### src/rtl/risc5_muldiv_pkg.sv
// Shared definitions for the iterative multiply/divide unit: op encoding,
// FSM state type and the iteration counter sizing helper.
package risc5_muldiv_pkg;

  localparam logic OP_MUL = 1'b0;
  localparam logic OP_DIV = 1'b1;

  typedef enum logic [1:0] {
    ST_IDLE = 2'd0,
    ST_BUSY = 2'd1,
    ST_DONE = 2'd2
  } state_e;

  // Counter must reach WIDTH-1, one count per radix-2 step.
  function automatic int cnt_width(input int width);
    return $clog2(width);
  endfunction

endpackage

### src/rtl/muldiv_signfix.sv
// Combinational sign handling around the unsigned iterative core: operand
// magnitude extraction on the way in, product/quotient/remainder sign fix on the way out.
module muldiv_signfix
  import risc5_muldiv_pkg::*;
#(
  parameter int WIDTH = 32
) (
  input  logic             sgn_i,
  input  logic [WIDTH-1:0] x_i,
  input  logic [WIDTH-1:0] y_i,
  output logic             x_neg_o,
  output logic             y_neg_o,
  output logic [WIDTH-1:0] x_abs_o,
  output logic [WIDTH-1:0] y_abs_o,
  input  logic             op_i,
  input  logic             x_neg_i,
  input  logic             y_neg_i,
  input  logic [WIDTH-1:0] lo_mag_i,
  input  logic [WIDTH-1:0] hi_mag_i,
  input  logic [WIDTH-1:0] y_abs_i,
  output logic [WIDTH-1:0] lo_o,
  output logic [WIDTH-1:0] hi_o
);

  logic [2*WIDTH-1:0] prod_u;
  logic [2*WIDTH-1:0] prod_s;
  logic               res_neg;
  logic               rem_fix;
  logic [WIDTH-1:0]   quo_mag;
  logic [WIDTH-1:0]   rem_val;

  // MIN maps to 2^(WIDTH-1), which is still representable as an unsigned magnitude.
  assign x_neg_o = sgn_i & x_i[WIDTH-1];
  assign y_neg_o = sgn_i & y_i[WIDTH-1];
  assign x_abs_o = x_neg_o ? -x_i : x_i;
  assign y_abs_o = y_neg_o ? -y_i : y_i;

  assign res_neg = x_neg_i ^ y_neg_i;

  always_comb begin
    prod_u  = {hi_mag_i, lo_mag_i};
    prod_s  = res_neg ? -prod_u : prod_u;
    // Euclidean: a negative dividend with nonzero remainder pulls the quotient
    // one step further from zero and folds the remainder into [0, |y|).
    rem_fix = x_neg_i & (|hi_mag_i);
    quo_mag = lo_mag_i + {{(WIDTH-1){1'b0}}, rem_fix};
    rem_val = rem_fix ? (y_abs_i - hi_mag_i) : hi_mag_i;
    lo_o    = prod_s[WIDTH-1:0];
    hi_o    = prod_s[2*WIDTH-1:WIDTH];
    if (op_i == OP_DIV) begin
      lo_o = res_neg ? -quo_mag : quo_mag;
      hi_o = rem_val;
    end
  end

endmodule

### src/rtl/risc5_muldiv.sv
// Iterative radix-2 multiplier / Euclidean divider, one step per ce cycle;
// stall is high from run until DONE (WIDTH+1 ce cycles, 1 for fast divide-by-zero).
module risc5_muldiv
  import risc5_muldiv_pkg::*;
#(
  parameter int WIDTH     = 32,
  parameter int FAST_ZERO = 1
) (
  input  logic             clk,
  input  logic             rst,
  input  logic             ce,
  input  logic             run,
  input  logic             op,
  input  logic             sgn,
  input  logic [WIDTH-1:0] x,
  input  logic [WIDTH-1:0] y,
  output logic             stall,
  output logic [WIDTH-1:0] lo,
  output logic [WIDTH-1:0] hi,
  output logic             dz
);

  localparam int               CNT_W    = cnt_width(WIDTH);
  localparam logic [CNT_W-1:0] CNT_LAST = CNT_W'(WIDTH - 1);

  state_e             state_q;
  logic [CNT_W-1:0]   cnt_q;
  logic [WIDTH-1:0]   acc_q;
  logic [WIDTH-1:0]   sh_q;
  logic [WIDTH-1:0]   m_q;
  logic [WIDTH-1:0]   x_q;
  logic               op_q;
  logic               xn_q;
  logic               yn_q;
  logic               yz_q;
  logic [WIDTH-1:0]   lo_q;
  logic [WIDTH-1:0]   hi_q;
  logic               dz_q;

  logic               x_neg;
  logic               y_neg;
  logic [WIDTH-1:0]   x_abs;
  logic [WIDTH-1:0]   y_abs;
  logic               y_zero;
  logic               fast_dz;
  logic [WIDTH+1:0]   add_a;
  logic [WIDTH+1:0]   add_b;
  logic               add_cin;
  logic [WIDTH+1:0]   sum_d;
  logic [WIDTH-1:0]   acc_d;
  logic [WIDTH-1:0]   sh_d;
  logic [WIDTH-1:0]   fix_lo;
  logic [WIDTH-1:0]   fix_hi;

  assign stall   = run & (state_q != ST_DONE);
  assign lo      = lo_q;
  assign hi      = hi_q;
  assign dz      = dz_q;
  assign y_zero  = (y == '0);
  assign fast_dz = (FAST_ZERO != 0) && (op == OP_DIV) && y_zero;

  muldiv_signfix #(
    .WIDTH (WIDTH)
  ) u_signfix (
    .sgn_i    (sgn),
    .x_i      (x),
    .y_i      (y),
    .x_neg_o  (x_neg),
    .y_neg_o  (y_neg),
    .x_abs_o  (x_abs),
    .y_abs_o  (y_abs),
    .op_i     (op_q),
    .x_neg_i  (xn_q),
    .y_neg_i  (yn_q),
    .lo_mag_i (sh_d),
    .hi_mag_i (acc_d),
    .y_abs_i  (m_q),
    .lo_o     (fix_lo),
    .hi_o     (fix_hi)
  );

  // Single adder: MUL adds the multiplicand when the multiplier LSB is set,
  // DIV subtracts the divisor from the shifted partial remainder.
  always_comb begin
    add_a   = {2'b00, acc_q};
    add_b   = sh_q[0] ? {2'b00, m_q} : '0;
    add_cin = 1'b0;
    if (op_q == OP_DIV) begin
      add_a   = {1'b0, acc_q, sh_q[WIDTH-1]};
      add_b   = {2'b11, ~m_q};
      add_cin = 1'b1;
    end
    sum_d = add_a + add_b + {{(WIDTH+1){1'b0}}, add_cin};
  end

  always_comb begin
    acc_d = sum_d[WIDTH:1];
    sh_d  = {sum_d[0], sh_q[WIDTH-1:1]};
    if (op_q == OP_DIV) begin
      if (!sum_d[WIDTH+1]) begin
        acc_d = sum_d[WIDTH-1:0];
        sh_d  = {sh_q[WIDTH-2:0], 1'b1};
      end else begin
        acc_d = {acc_q[WIDTH-2:0], sh_q[WIDTH-1]};
        sh_d  = {sh_q[WIDTH-2:0], 1'b0};
      end
    end
  end

  always_ff @(posedge clk or negedge rst) begin
    if (!rst) begin
      state_q <= ST_IDLE;
      cnt_q   <= '0;
      acc_q   <= '0;
      sh_q    <= '0;
      m_q     <= '0;
      x_q     <= '0;
      op_q    <= OP_MUL;
      xn_q    <= 1'b0;
      yn_q    <= 1'b0;
      yz_q    <= 1'b0;
      lo_q    <= '0;
      hi_q    <= '0;
      dz_q    <= 1'b0;
    end else if (ce) begin
      case (state_q)
        ST_IDLE: begin
          if (run) begin
            x_q   <= x;
            op_q  <= op;
            xn_q  <= x_neg;
            yn_q  <= y_neg;
            yz_q  <= y_zero;
            sh_q  <= x_abs;
            m_q   <= y_abs;
            acc_q <= '0;
            cnt_q <= '0;
            if (fast_dz) begin
              state_q <= ST_DONE;
              lo_q    <= '1;
              hi_q    <= x;
              dz_q    <= 1'b1;
            end else begin
              state_q <= ST_BUSY;
            end
          end
        end
        ST_BUSY: begin
          if (!run) begin
            state_q <= ST_IDLE;
          end else begin
            acc_q <= acc_d;
            sh_q  <= sh_d;
            cnt_q <= cnt_q + 1'b1;
            if (cnt_q == CNT_LAST) begin
              state_q <= ST_DONE;
              if ((op_q == OP_DIV) && yz_q) begin
                lo_q <= '1;
                hi_q <= x_q;
                dz_q <= 1'b1;
              end else begin
                lo_q <= fix_lo;
                hi_q <= fix_hi;
                dz_q <= 1'b0;
              end
            end
          end
        end
        ST_DONE: state_q <= ST_IDLE;
        default: state_q <= ST_IDLE;
      endcase
    end
  end

endmodule

### config.mk
export PLATFORM = sky130hd
export DESIGN_NAME = risc5_muldiv
export DESIGN_NICKNAME = d
export VERILOG_FILES = /design/src/rtl/risc5_muldiv_pkg.sv /design/src/rtl/muldiv_signfix.sv /design/src/rtl/risc5_muldiv.sv
export SDC_FILE = /design/constraint.sdc
export NUM_CORES = 1
export LEC_CHECK = 0
export CAP_MARGIN = 20
export CORE_MARGIN = 4
export CORE_UTILIZATION = 50
export CTS_CLUSTER_SIZE = 8
export DETAILED_ROUTE_END_ITERATION = 12
export PLACE_DENSITY = 0.8
export SLEW_MARGIN = 10
export SYNTH_ARGS = -nofsm -noshare
export SYNTH_HDL_FRONTEND = slang
export SYNTH_SLANG_ARGS = --single-unit
export TNS_END_PERCENT = 50
### constraint.sdc
create_clock -name clk -period 11.4 [get_ports clk]
set_input_delay 2.85 -clock clk [delete_from_list [all_inputs] [get_ports clk]]
set_output_delay 2.85 -clock clk [all_outputs]
set_load 0.03 [all_outputs]
==> flow_summary.json <==
{
  "critPathLaunchType": "register",
  "crit_type": "reg2reg",
  "wire_per_inst_um": 22.7,
  "post_cts_resized": 0,
  "dp.final_hpwl_mm": 52.6,
  "grt-busiest-layer": "met2",
  "antenna_found_initial": 0,
  "synth.most_common_cell": "nand2_1",
  "finalCritPeriodShare_pct": 83.5,
  "synthTopCellsByArea": "dfrtp_1, nand2_1, xnor2_1",
  "drc": 0,
  "die_w_um": 205,
  "syn_area_per_cell_um2": 7.57,
  "synth_nets": 2699,
  "htree_levels": 1,
  "die_y_um": 205,
  "ys_ff_latch": 204,
  "tns_ns": 0,
  "io_buffers": 135,
  "cts_sinks": 204,
  "grt_pass1_vias": 19500,
  "setup_slack_ns": 1.88,
  "drv_slew": 0,
  "setup_violations": 0,
  "worst_setup_path_end_kind": "register",
  "postPlaceCellArea_um2": 20900,
  "wl_mm": 70.2,
  "tightest_slew_ns": 1.09,
  "seq_area_frac_synth_pct": 26.4,
  "clockBufferDepth": 3,
  "dp_slack_ns": 2.05,
  "slew_headroom_pct": 27.4,
  "num_rows": 71,
  "track_usage_pct": 32.4,
  "stdcell_area_um2": 21600,
  "ys_types": 108,
  "drt_iter0_drc": 2098,
  "postSynthCellCount": 2555,
  "via_per_inst": 6.48,
  "nFillCells": 3594,
  "gr-usage-met3_pct": 5.14,
  "core_area_um2": 37900,
  "syn2layout_area_growth_pct": 11.8,
  "rsz0062_at_grt": "false",
  "crit_path_max_fanout": 54,
  "yosys.area.top_type": "dfrtp_1",
  "dr.pass1.iters": 6,
  "cp_slowest_stage_delay_ns": 0.71,
  "yosys_warnings": 0,
  "die_area_um2": 41900,
  "max_freq_ghz": 0.105,
  "maxCapViolCount": 0,
  "synth_top_area_share_pct": 26.4,
  "met1_usage_pct": 40.0,
  "synthArstFlopShare_pct": 100,
  "cp.required_ns": 11.88,
  "clock-root-buffer": "clkbuf_16",
  "finalWeightedCongestion": 1.03,
  "grt_max_degree": 95,
  "worstSkewPairLatency_ns": 0.57,
  "min_period_ns": 9.52,
  "start_util_pct": 51.0,
  "hp-class": "reg2reg",
  "yosys-top-cells-count": "nand2_1, nor2_1, o21ai_0, a21oi_1, dfrtp_1",
  "insertedDiodeCount": 0,
  "status": "completed",
  "vias": 20100,
  "drive_gt1_share_pct": 6.11,
  "tritoncts": "yes",
  "io_pins": 136,
  "nets": 2727,
  "hold_violations": 0,
  "cts-buffers-inserted": 29,
  "path_clk_slew_ns": 0.06,
  "final_cell_count_no_fill": 3097,
  "synth_area_um2": 19400,
  "synthFlopType": "dfrtp_1",
  "met2_usage_pct": 53.2,
  "hold_buffers": 0,
  "dp.cells": 3063,
  "overflow": 0,
  "slowest_stage": "dfrtp_4",
  "postRouteAntennaNets": 0,
  "synth_edf_count": 0,
  "post_cts_buffers": 0,
  "skew_ns": 0.0133,
  "grt_pass1_wl_mm": 108,
  "cp.arrival_ns": 10.00
}
[worst paths after layout]
check	startpoint	end	slack, ns	cells past startpoint
max	op_q$_DFFE_PN0P_	lo[28]$_DFFE_PN0P_	1.88	30
max reg2reg	op_q$_DFFE_PN0P_	lo[28]$_DFFE_PN0P_	1.88	30
min	x_q[27]$_DFFE_PN0P_	x_q[27]$_DFFE_PN0P_	0.48	2
max in group asynchronous	rst	op_q$_DFFE_PN0P_	7.71	2
min in group asynchronous	rst	acc_q[0]$_DFFE_PN0P_	2.28	1
min reg2reg	x_q[27]$_DFFE_PN0P_	x_q[27]$_DFFE_PN0P_	0.48	2
[kinds of logic after synthesis]
family | count (synthesis) | synth area share, %
compound gates | 796 | 26.2
fa+ha+maj | 74 | 4.90
xor+xnor | 230 | 10.4
mux | 73 | 4.11
simple gates | 940 | 22.8
buf+inv | 238 | 5.22
flops | 204 | 26.4
[through the flow]
stage	hold WS [ns]	utilization, %
after floorplan	0.445	-
after global routing	0.482	57.0
after CTS	0.477	57.0
after detailed placement	0.464	55.0
after global placement	0.458	55.0
final	0.479	57.0
[routing by layer]
metal | vias to the layer above | wire length [um]
met5 | - | 0
met4 | 0 | 5040
met3 | 273 | 5940
met2 | 1099 | 32200
met1 | 9453 | 27000
li1 | 9236 | -
[area by class of cell]
type	instances	area [um2]	area share, %
multi-input combinational	2113	13300	61.4
sequential	204	5110	23.6
timing repair buffer	165	1580	7.31
clock buffer	33	751	3.47
tap	511	639	2.96
inverter	70	263	1.21
clock inverter	1	8.76	0.0405
[sequential cells by signal, indices dropped and copies added (netlist names)]
signal   count
sh_q        32
x_q         32
hi          32
cnt_q        5
acc_q       32
xn_q         1
yn_q         1
dz           1
op_q         1
m_q         32
yz_q         1
state_q      2
lo          32
[cells in the final DEF, fill, tap and decap left out, types with 9 or more instances in the layout]
master           count
a211oi_1            30
nand2b_1            25
inv_1               68
nand3_1             49
or2_2                9
or3_1               35
nand4_1             18
nand2_1            362
a31oi_1             42
mux2_2              28
nor3_1              61
and3_1              24
and2_1              21
xor2_1              84
a21oi_1            205
clkbuf_16           29
mux2i_1             39
nor4_1              15
xnor2_1            144
dfrtp_1            203
a21o_1              24
o221ai_1            28
o211ai_1            18
o21a_1              14
o21ai_0            243
buf_4               30
nor2_1             244
a221oi_1            13
or4_1               10
ha_1                71
nor2b_1             12
o22ai_1             33
o31ai_1             21
clkdlybuf4s50_1    134
[worst max-delay path: cells and delay by family (launching register included)]
family / cells / cell delay [ns]
and+or+nand+nor: 10 / 3.11
adders and majority gates: 3 / 0.95
AOI/OAI and AO/OA: 12 / 2.93
xor gates and xnor gates: 1 / 0.17
DFF: 1 / 0.71
buffers and inverters: 4 / 1.49
Power is left out: the tool's default activity adds up to more than one toggle a clock period on the data nets, which glitch-free logic cannot reach.
